$ cat config.mk
export PLATFORM = sky130hd
export DESIGN_NAME = pixel_stream_tx_flat
export DESIGN_NICKNAME = d
export VERILOG_FILES = /design/src/rtl/pixel_stream_tx_if.sv /design/src/rtl/pixel_stream_tx.sv /design/src/flat_wrapper.sv
export SDC_FILE = /design/constraint.sdc
export NUM_CORES = 2
export LEC_CHECK = 0
export ABC_AREA = 1
export ABC_CLOCK_PERIOD_IN_PS = 6550
export BUFFER_PORTS_ARGS = -buffer_cell sky130_fd_sc_hd__buf_4
export CAP_MARGIN = 20
export CORE_ASPECT_RATIO = 1.4
export CORE_MARGIN = 8
export CORE_UTILIZATION = 35
export DETAILED_ROUTE_END_ITERATION = 6
export GPL_TIMING_DRIVEN = 1
export PLACE_DENSITY = 0.5
export SLEW_MARGIN = 15
export SYNTH_ARGS = -nofsm -noshare
export SYNTH_HDL_FRONTEND = slang
export SYNTH_SLANG_ARGS = --single-unit
$ cat constraint.sdc
create_clock -name clk -period 6.55 [get_ports clk]
set_clock_uncertainty 0.15 [all_clocks]
set_input_delay 0.3275 -clock clk [delete_from_list [all_inputs] [get_ports clk]]
set_output_delay 0.3275 -clock clk [all_outputs]
set_load 0.005 [all_outputs]
$ cat src/rtl/pixel_stream_tx_if.sv
// ---------------------------------------------------------------------------
// pixel_stream_tx_if
// Bundles the host pixel handshake, the burst lanes into the edge-detection
// core, the core's result stream and the frame status of pixel_stream_tx.
//
//   in_valid, in_pixel   host -> block  one pixel per accepted cycle
//   in_ready             block -> host  block can accept a pixel
//   pixel_in0..4         block -> core  burst beat lanes (lane k = pixel 5*beat+k)
//   load_end             block -> core  last burst beat marker
//   readable, edge_out   core -> block  core result stream
//   busy                 block -> host  burst or result wait in progress
//   frame_done           block -> host  one-cycle end-of-frame pulse
//   edge_cnt             block -> host  edge pixels counted in the last frame
//   timeout_flag         block -> host  last frame ended by timeout
//
// master = host/core side, slave = pixel_stream_tx.
// ---------------------------------------------------------------------------
interface pixel_stream_tx_if #(
  parameter int BIT_LENGTH = 5
);
  logic                  in_valid;
  logic [BIT_LENGTH-1:0] in_pixel;
  logic                  in_ready;
  logic [BIT_LENGTH-1:0] pixel_in0;
  logic [BIT_LENGTH-1:0] pixel_in1;
  logic [BIT_LENGTH-1:0] pixel_in2;
  logic [BIT_LENGTH-1:0] pixel_in3;
  logic [BIT_LENGTH-1:0] pixel_in4;
  logic                  load_end;
  logic                  readable;
  logic                  edge_out;
  logic                  busy;
  logic                  frame_done;
  logic [8:0]            edge_cnt;
  logic                  timeout_flag;

  modport master (
    output in_valid, in_pixel, readable, edge_out,
    input  in_ready, pixel_in0, pixel_in1, pixel_in2, pixel_in3, pixel_in4,
           load_end, busy, frame_done, edge_cnt, timeout_flag
  );

  modport slave (
    input  in_valid, in_pixel, readable, edge_out,
    output in_ready, pixel_in0, pixel_in1, pixel_in2, pixel_in3, pixel_in4,
           load_end, busy, frame_done, edge_cnt, timeout_flag
  );
endinterface

$ cat src/rtl/pixel_stream_tx.sv
// ---------------------------------------------------------------------------
// pixel_stream_tx
// Buffers one IMG_DIM x IMG_DIM frame from the host (one pixel per accepted
// cycle), bursts it into the edge-detection core LANES pixels per cycle with
// load_end on the final beat, then counts edge pixels on the core's result
// stream until readable falls or TIMEOUT WAIT cycles elapse.
//
// Ports:
//   clk    clock
//   reset  synchronous active-high reset
//   bus    pixel_stream_tx_if.slave (handshake, lanes, result stream, status)
// ---------------------------------------------------------------------------
module pixel_stream_tx #(
  parameter int IMG_DIM    = 20,
  parameter int BIT_LENGTH = 5,
  parameter int LANES      = 5,
  parameter int TIMEOUT    = 4095
) (
  input  logic             clk,
  input  logic             reset,
  pixel_stream_tx_if.slave bus
);

  localparam int NPIX    = IMG_DIM * IMG_DIM;
  localparam int ENTRIES = NPIX / LANES;
  localparam int AW      = (ENTRIES > 1) ? $clog2(ENTRIES) : 1;
  localparam int LW      = (LANES > 1) ? $clog2(LANES) : 1;
  localparam int WW      = LANES * BIT_LENGTH;
  localparam int TW      = $clog2(TIMEOUT + 1);

  localparam logic [1:0] ST_FILL  = 2'd0;
  localparam logic [1:0] ST_BURST = 2'd1;
  localparam logic [1:0] ST_WAIT  = 2'd2;

  localparam logic [AW-1:0] ENTRY_ZERO = AW'(0);
  localparam logic [AW-1:0] ENTRY_ONE  = AW'(1);
  localparam logic [AW-1:0] LAST_ENTRY = AW'(ENTRIES - 1);
  localparam logic [LW-1:0] LANE_ONE   = LW'(1);
  localparam logic [LW-1:0] LAST_LANE  = LW'(LANES - 1);
  localparam logic [TW-1:0] WAIT_ONE   = TW'(1);
  localparam logic [TW-1:0] LAST_WAIT  = TW'(TIMEOUT - 1);
  localparam logic [8:0]    EDGE_MAX   = 9'(NPIX);

  logic [WW-1:0] buf_mem [ENTRIES];
  logic [WW-1:0] stage_r;

  logic [1:0]    state_r;
  logic [LW-1:0] lane_r;
  logic [AW-1:0] word_r;
  logic [AW-1:0] beat_r;
  logic          ready_r;
  logic [WW-1:0] lanes_r;
  logic          load_end_r;
  logic          busy_r;
  logic          frame_done_r;
  logic [8:0]    edge_cnt_r;
  logic          timeout_flag_r;
  logic [8:0]    edge_acc_r;
  logic [TW-1:0] wait_cnt_r;
  logic          readable_d_r;

  logic          in_ready_s;
  logic          accept_s;
  logic          in_wait_s;
  logic          fall_s;
  logic          timeout_s;
  logic          edge_hit_s;
  logic [8:0]    edge_next_s;
  logic [WW-1:0] word_s;

  // in_ready is forced low while reset is asserted so nothing is offered
  // acceptance during reset; ready_r itself comes out of reset high.
  assign in_ready_s = ready_r & ~reset;
  assign accept_s   = bus.in_valid & in_ready_s;
  assign in_wait_s  = (state_r == ST_WAIT);
  // readable_d_r is held at 0 outside WAIT, so a fall is only seen in WAIT.
  assign fall_s     = in_wait_s & readable_d_r & ~bus.readable;
  assign timeout_s  = in_wait_s & (wait_cnt_r == LAST_WAIT);
  assign edge_hit_s = in_wait_s & bus.readable & bus.edge_out;

  // Staging word with the incoming pixel dropped into its lane slot.
  always_comb begin
    word_s = stage_r;
    word_s[int'(lane_r) * BIT_LENGTH +: BIT_LENGTH] = bus.in_pixel;
  end

  // Saturating edge count including this cycle's hit.
  always_comb begin
    if (edge_hit_s && (edge_acc_r != EDGE_MAX)) begin
      edge_next_s = edge_acc_r + 9'd1;
    end else begin
      edge_next_s = edge_acc_r;
    end
  end

  // Frame buffer and staging word; pure data path, contents survive reset.
  always_ff @(posedge clk) begin
    if (accept_s) begin
      stage_r <= word_s;
      if (lane_r == LAST_LANE) begin
        buf_mem[word_r] <= word_s;
      end
    end
  end

  // Control FSM, counters and registered outputs.
  always_ff @(posedge clk) begin
    if (reset) begin
      state_r        <= ST_FILL;
      lane_r         <= '0;
      word_r         <= '0;
      beat_r         <= '0;
      ready_r        <= 1'b1;
      lanes_r        <= '0;
      load_end_r     <= 1'b0;
      busy_r         <= 1'b0;
      frame_done_r   <= 1'b0;
      edge_cnt_r     <= '0;
      timeout_flag_r <= 1'b0;
      edge_acc_r     <= '0;
      wait_cnt_r     <= '0;
      readable_d_r   <= 1'b0;
    end else begin
      frame_done_r <= 1'b0;
      readable_d_r <= 1'b0;
      case (state_r)
        ST_FILL: begin
          ready_r    <= 1'b1;
          lanes_r    <= '0;
          load_end_r <= 1'b0;
          busy_r     <= 1'b0;
          if (accept_s) begin
            if (lane_r == LAST_LANE) begin
              lane_r <= '0;
              if (word_r == LAST_ENTRY) begin
                // Last pixel: beat 0 is presented on the very next cycle.
                word_r     <= '0;
                ready_r    <= 1'b0;
                busy_r     <= 1'b1;
                beat_r     <= ENTRY_ZERO;
                lanes_r    <= buf_mem[ENTRY_ZERO];
                load_end_r <= 1'b0;
                state_r    <= ST_BURST;
              end else begin
                word_r <= word_r + ENTRY_ONE;
              end
            end else begin
              lane_r <= lane_r + LANE_ONE;
            end
          end
        end
        ST_BURST: begin
          // beat_r is the beat currently on the lanes; fetch the next one.
          if (beat_r == LAST_ENTRY) begin
            lanes_r    <= '0;
            load_end_r <= 1'b0;
            beat_r     <= '0;
            wait_cnt_r <= '0;
            edge_acc_r <= '0;
            state_r    <= ST_WAIT;
          end else begin
            lanes_r    <= buf_mem[beat_r + ENTRY_ONE];
            load_end_r <= ((beat_r + ENTRY_ONE) == LAST_ENTRY);
            beat_r     <= beat_r + ENTRY_ONE;
          end
        end
        ST_WAIT: begin
          if (fall_s || timeout_s) begin
            // A readable fall wins over a simultaneous timeout.
            state_r        <= ST_FILL;
            busy_r         <= 1'b0;
            frame_done_r   <= 1'b1;
            edge_cnt_r     <= edge_next_s;
            timeout_flag_r <= ~fall_s;
            edge_acc_r     <= '0;
            wait_cnt_r     <= '0;
          end else begin
            readable_d_r <= bus.readable;
            edge_acc_r   <= edge_next_s;
            wait_cnt_r   <= wait_cnt_r + WAIT_ONE;
          end
        end
        default: begin
          state_r    <= ST_FILL;
          ready_r    <= 1'b1;
          lanes_r    <= '0;
          load_end_r <= 1'b0;
          busy_r     <= 1'b0;
        end
      endcase
    end
  end

  assign bus.in_ready     = in_ready_s;
  assign bus.pixel_in0    = lanes_r[0*BIT_LENGTH +: BIT_LENGTH];
  assign bus.pixel_in1    = lanes_r[1*BIT_LENGTH +: BIT_LENGTH];
  assign bus.pixel_in2    = lanes_r[2*BIT_LENGTH +: BIT_LENGTH];
  assign bus.pixel_in3    = lanes_r[3*BIT_LENGTH +: BIT_LENGTH];
  assign bus.pixel_in4    = lanes_r[4*BIT_LENGTH +: BIT_LENGTH];
  assign bus.load_end     = load_end_r;
  assign bus.busy         = busy_r;
  assign bus.frame_done   = frame_done_r;
  assign bus.edge_cnt     = edge_cnt_r;
  assign bus.timeout_flag = timeout_flag_r;

endmodule

$ cat src/flat_wrapper.sv
// flat-port wrapper written by rule: the top's interface ports become plain ports
module pixel_stream_tx_flat 
#(
  parameter int IMG_DIM    = 20,
  parameter int BIT_LENGTH = 5,
  parameter int LANES      = 5,
  parameter int TIMEOUT    = 4095
)
  (clk, reset, bus_in_valid, bus_in_pixel, bus_readable, bus_edge_out, bus_in_ready, bus_pixel_in0, bus_pixel_in1, bus_pixel_in2, bus_pixel_in3, bus_pixel_in4, bus_load_end, bus_busy, bus_frame_done, bus_edge_cnt, bus_timeout_flag);
  pixel_stream_tx_if #(.BIT_LENGTH(BIT_LENGTH)) bus_i ();
  input  logic clk;
  input  logic reset;
  input wire logic [$bits(bus_i.in_valid)-1:0] bus_in_valid;
  input wire logic [$bits(bus_i.in_pixel)-1:0] bus_in_pixel;
  input wire logic [$bits(bus_i.readable)-1:0] bus_readable;
  input wire logic [$bits(bus_i.edge_out)-1:0] bus_edge_out;
  output wire logic [$bits(bus_i.in_ready)-1:0] bus_in_ready;
  output wire logic [$bits(bus_i.pixel_in0)-1:0] bus_pixel_in0;
  output wire logic [$bits(bus_i.pixel_in1)-1:0] bus_pixel_in1;
  output wire logic [$bits(bus_i.pixel_in2)-1:0] bus_pixel_in2;
  output wire logic [$bits(bus_i.pixel_in3)-1:0] bus_pixel_in3;
  output wire logic [$bits(bus_i.pixel_in4)-1:0] bus_pixel_in4;
  output wire logic [$bits(bus_i.load_end)-1:0] bus_load_end;
  output wire logic [$bits(bus_i.busy)-1:0] bus_busy;
  output wire logic [$bits(bus_i.frame_done)-1:0] bus_frame_done;
  output wire logic [$bits(bus_i.edge_cnt)-1:0] bus_edge_cnt;
  output wire logic [$bits(bus_i.timeout_flag)-1:0] bus_timeout_flag;
  assign bus_i.in_valid = bus_in_valid;
  assign bus_i.in_pixel = bus_in_pixel;
  assign bus_i.readable = bus_readable;
  assign bus_i.edge_out = bus_edge_out;
  assign bus_in_ready = bus_i.in_ready;
  assign bus_pixel_in0 = bus_i.pixel_in0;
  assign bus_pixel_in1 = bus_i.pixel_in1;
  assign bus_pixel_in2 = bus_i.pixel_in2;
  assign bus_pixel_in3 = bus_i.pixel_in3;
  assign bus_pixel_in4 = bus_i.pixel_in4;
  assign bus_load_end = bus_i.load_end;
  assign bus_busy = bus_i.busy;
  assign bus_frame_done = bus_i.frame_done;
  assign bus_edge_cnt = bus_i.edge_cnt;
  assign bus_timeout_flag = bus_i.timeout_flag;
  pixel_stream_tx #(.IMG_DIM(IMG_DIM), .BIT_LENGTH(BIT_LENGTH), .LANES(LANES), .TIMEOUT(TIMEOUT)) u_core (.clk(clk), .reset(reset), .bus(bus_i));
endmodule
==> out/metrics.cfg <==
[critical_path]
path_class = reg2reg
max_stage_delay_ps = 690
path_cells = inv_8, ha_4, inv_8, buf_12, nand3_1, nand3_1, nand3_1, a21oi_1, nor2_1, nand2_1, nand2_1, nand2_1, nand2_1
critPathSlowestCell = dfxtp_4
worstSetupStartpointType = flip-flop
critPathTopFamily = buffers and inverters
setup.worst_path.end_class = flip-flop
cpMostUsedCell = nand2_1
crit_arrival_ps = 5240
cp.required_ps = 7120
critPathBufInv = 3
reg2regPathDepth = 13
crit_fanout = 130
path_depth = 13

[timing]
fin_crit_sh_pct = 71.2
setup-violations-final = 0
setup-tns-final_ps = 0
rsz0062_at_grt = no
slew_viol_final = 0
finalCriticalPeriod_ps = 4660
final_hold_viol_count = 0
fmax_mhz = 214
slew_headroom_pct = 23.2
worstMarginPinSlew_ps = 1150

[synthesis]
synth_common_cells = edfxtp_1 (2,025), nand2_1 (1,599), nand3_1 (1,143), nor2_1 (612), o21ai_0 (395)
synth_nets = 7048
synth_seq_cells = 2105
seq_area_frac_synth_pct = 74.0
synth_edf_count = 2025
yosysUniqueCellTypes = 41
syn-cell-area_sq_um = 84400
synth_top_area_share_pct = 72.1
async_reset_ff_share_pct = 0
synth_warnings = 0
synth_flop_cell = edfxtp_1
synth_area_leader_cell = edfxtp_1
syn_area_per_cell_sq_um = 12.0
synth_most_common_cell = edfxtp_1
synth_cells = 7022
yosys-top-cells-area = edfxtp_1 (72%), nand2_1 (7.1%), nand3_1 (6.8%)

[global_route]
overflow = 0
grt_pass1_wl_mm = 391
antenna_found_initial = 9
grt_max_degree = 161
grt_usage_pct = 20.5
grt_pass1_vias = 53767

[clock_tree]
ctsHtreeMaxLevel = 4
clkTransAtPathRegs_ps = 60
cts.path.max_buffers = 4
post_cts_buffers = 0
cts_tree = yes
clock_sinks = 2105
cts_resized = 0
cts-root-buf = clkbuf_16
cts_made_buffers = 206
clk_latency_ps = 870

[die]
dieWidth_um = 431
rows = 213
coreArea_sq_um = 240000
die-area_sq_um = 257000
start_util_pct = 35.1
num_io_pins = 49
die_y_um = 597

[detailed_routing]
firstDrtPassIters = 6
detail-route-antenna-nets = 0
drt_iter0_drc = 5803
vias = 55944
drt-wirelength-per-cell_um = 26.3
vias_per_cell = 5.37
drc_errors = 0
wl_mm = 274

[hold_path]
hold_path.class = in2reg
holdPathStages = 4

[power]
p_seq_share_pct = 55.7
share_comb_of_total_power_pct = 1.7
internal_power_uw = 21200
netSwitchingPower_uw = 5470
switching_share_pct = 20.5
power.density_nw_per_um2 = 279
p_clk_share_pct = 42.6
p_leak_uw = 0.0322
ir_drop_v = 0.000212

[place]
hpwlAfterDp_mm = 147
gp_congestion = 0.813
port_buffers = 48

[final_layout]
num-nets-final = 7059
drive_above_1_share_pct = 9.09
area_growth_pct = 13.4
utilization_pct = 39.8
nFillCells = 22572

[run_status]
status = finished, final reports clean

[run]
cap_violations = 0

[worst reg2reg max path, cell delays in order, from the launching register on]
cell	delay, ps
dfxtp_4	690
inv_8	340
ha_4	610
inv_8	510
buf_12	450
nand3_1	290
nand3_1	180
nand3_1	100
a21oi_1	610
nor2_1	80
nand2_1	290
nand2_1	90
nand2_1	70
nand2_1	50
[repair_timing]
| action | 4_1_cts | 5_1_grt |
|---|---|---|
| setup endpoints to repair | 0 | 0 |
| hold buffers | 4 | 0 |
| endpoints found under the hold margin | 49 | 0 |
[placed cells by master (no fill, tap or decap), drive strengths merged]
master       instances
clkinv              69
o21ai              557
ha                  16
dfxtp               80
a211oi               5
bufinv               6
buf                243
and3                 2
a311oi               1
o41ai                1
inv                141
edfxtp            2025
o22ai              189
a2bb2oi              3
diode                6
nor4                 2
nor2               618
xor2                 9
nand2             1599
a31o                 1
o211ai              37
xnor2                2
nor3b                4
clkbuf             292
clkinvlp             1
a21oi               96
o31ai                5
o221ai               5
o21bai               3
nand4                6
dlygate4sd3          4
nand3             1143
nor3                17
a2111oi              1
or2                  2
o21a                 2
[final timing paths]
kind	slack, ps	startpoint	end
worst max-delay path	1890	u_core.beat_r[0]$_SDFFE_PP0P_	u_core.lanes_r[8]$_SDFFE_PP0N_
worst min-delay path	90	bus_readable	u_core.readable_d_r$_SDFF_PP0_
worst max register to register	1890	u_core.beat_r[0]$_SDFFE_PP0P_	u_core.lanes_r[8]$_SDFFE_PP0N_
worst min register to register	300	u_core.bus.timeout_flag$_SDFFE_PP0P_	u_core.bus.timeout_flag$_SDFFE_PP0P_
[power by group through the flow]
| stage | registers (uW) | logic [uW] | clock network (uW) |
|---|---|---|---|
| after floorplan | 15200 | 164 | 0 |
| after global placement | 15100 | 428 | 0 |
| after detailed placement | 15100 | 449 | 0 |
| after CTS | 14800 | 452 | 11600 |
| after global routing | 14800 | 481 | 12000 |
| final | 14800 | 458 | 11300 |
[logic make-up after synthesis]
kind of cell	count (synthesis)	share of synthesized area, %
AOI/OAI and AO/OA	906	5.87
xor gates and xnor gates	11	0.136
adders and majority gates	16	0.237
buffers and inverters	591	2.87
DFF	2105	74.0
and+or+nand+nor	3393	16.9
[flip-flops by register name, summed over array words and instances (netlist names), 7 cells and up]
name,count
u_core.edge_acc_r,9
u_core.stage_r,25
u_core.wait_cnt_r,12
u_core.word_r,7
u_core.bus.edge_cnt,9
u_core.buf_mem,2000
u_core.lanes_r,25
u_core.beat_r,7
[final cells by class]
class                           count  area, sq um  share of cell area [%]
Sequential cell                  2105        62400                    65.2
Multi-Input combinational cell   4326        20100                    21.0
Clock buffer                      292         5720                    5.98
Tap cell                         3225         4040                    4.22
Timing Repair Buffer              247         2310                    2.41
Inverter                          147          569                   0.595
Clock inverter                     70          489                   0.511
Antenna cell                        6         15.0                  0.0157
[layer usage]
layer	part of all wire (%)	global-route usage, %	vias up
met3	5.8	2.27	443
met5	0	0	-
met1	41	27.1	28326
met4	4.1	7.79	0
met2	49	34.7	2016
li1	-	-	25159
[per-stage QoR]
stage                     instances  hold WS [ps]  setup WS (ps)  area (sq um)  power (uW)
final                         10418          89.0           1890         95700       26700
after global routing          10413          88.0           1670         95600       27300
after floorplan                7022           292            704         84400       15400
after global placement        10041           290           1780         89300       15600
after CTS                     10410          15.8           1740         95600       26900
after detailed placement      10044           293           1760         89300       15600
(Power assumes the default switching activity.)
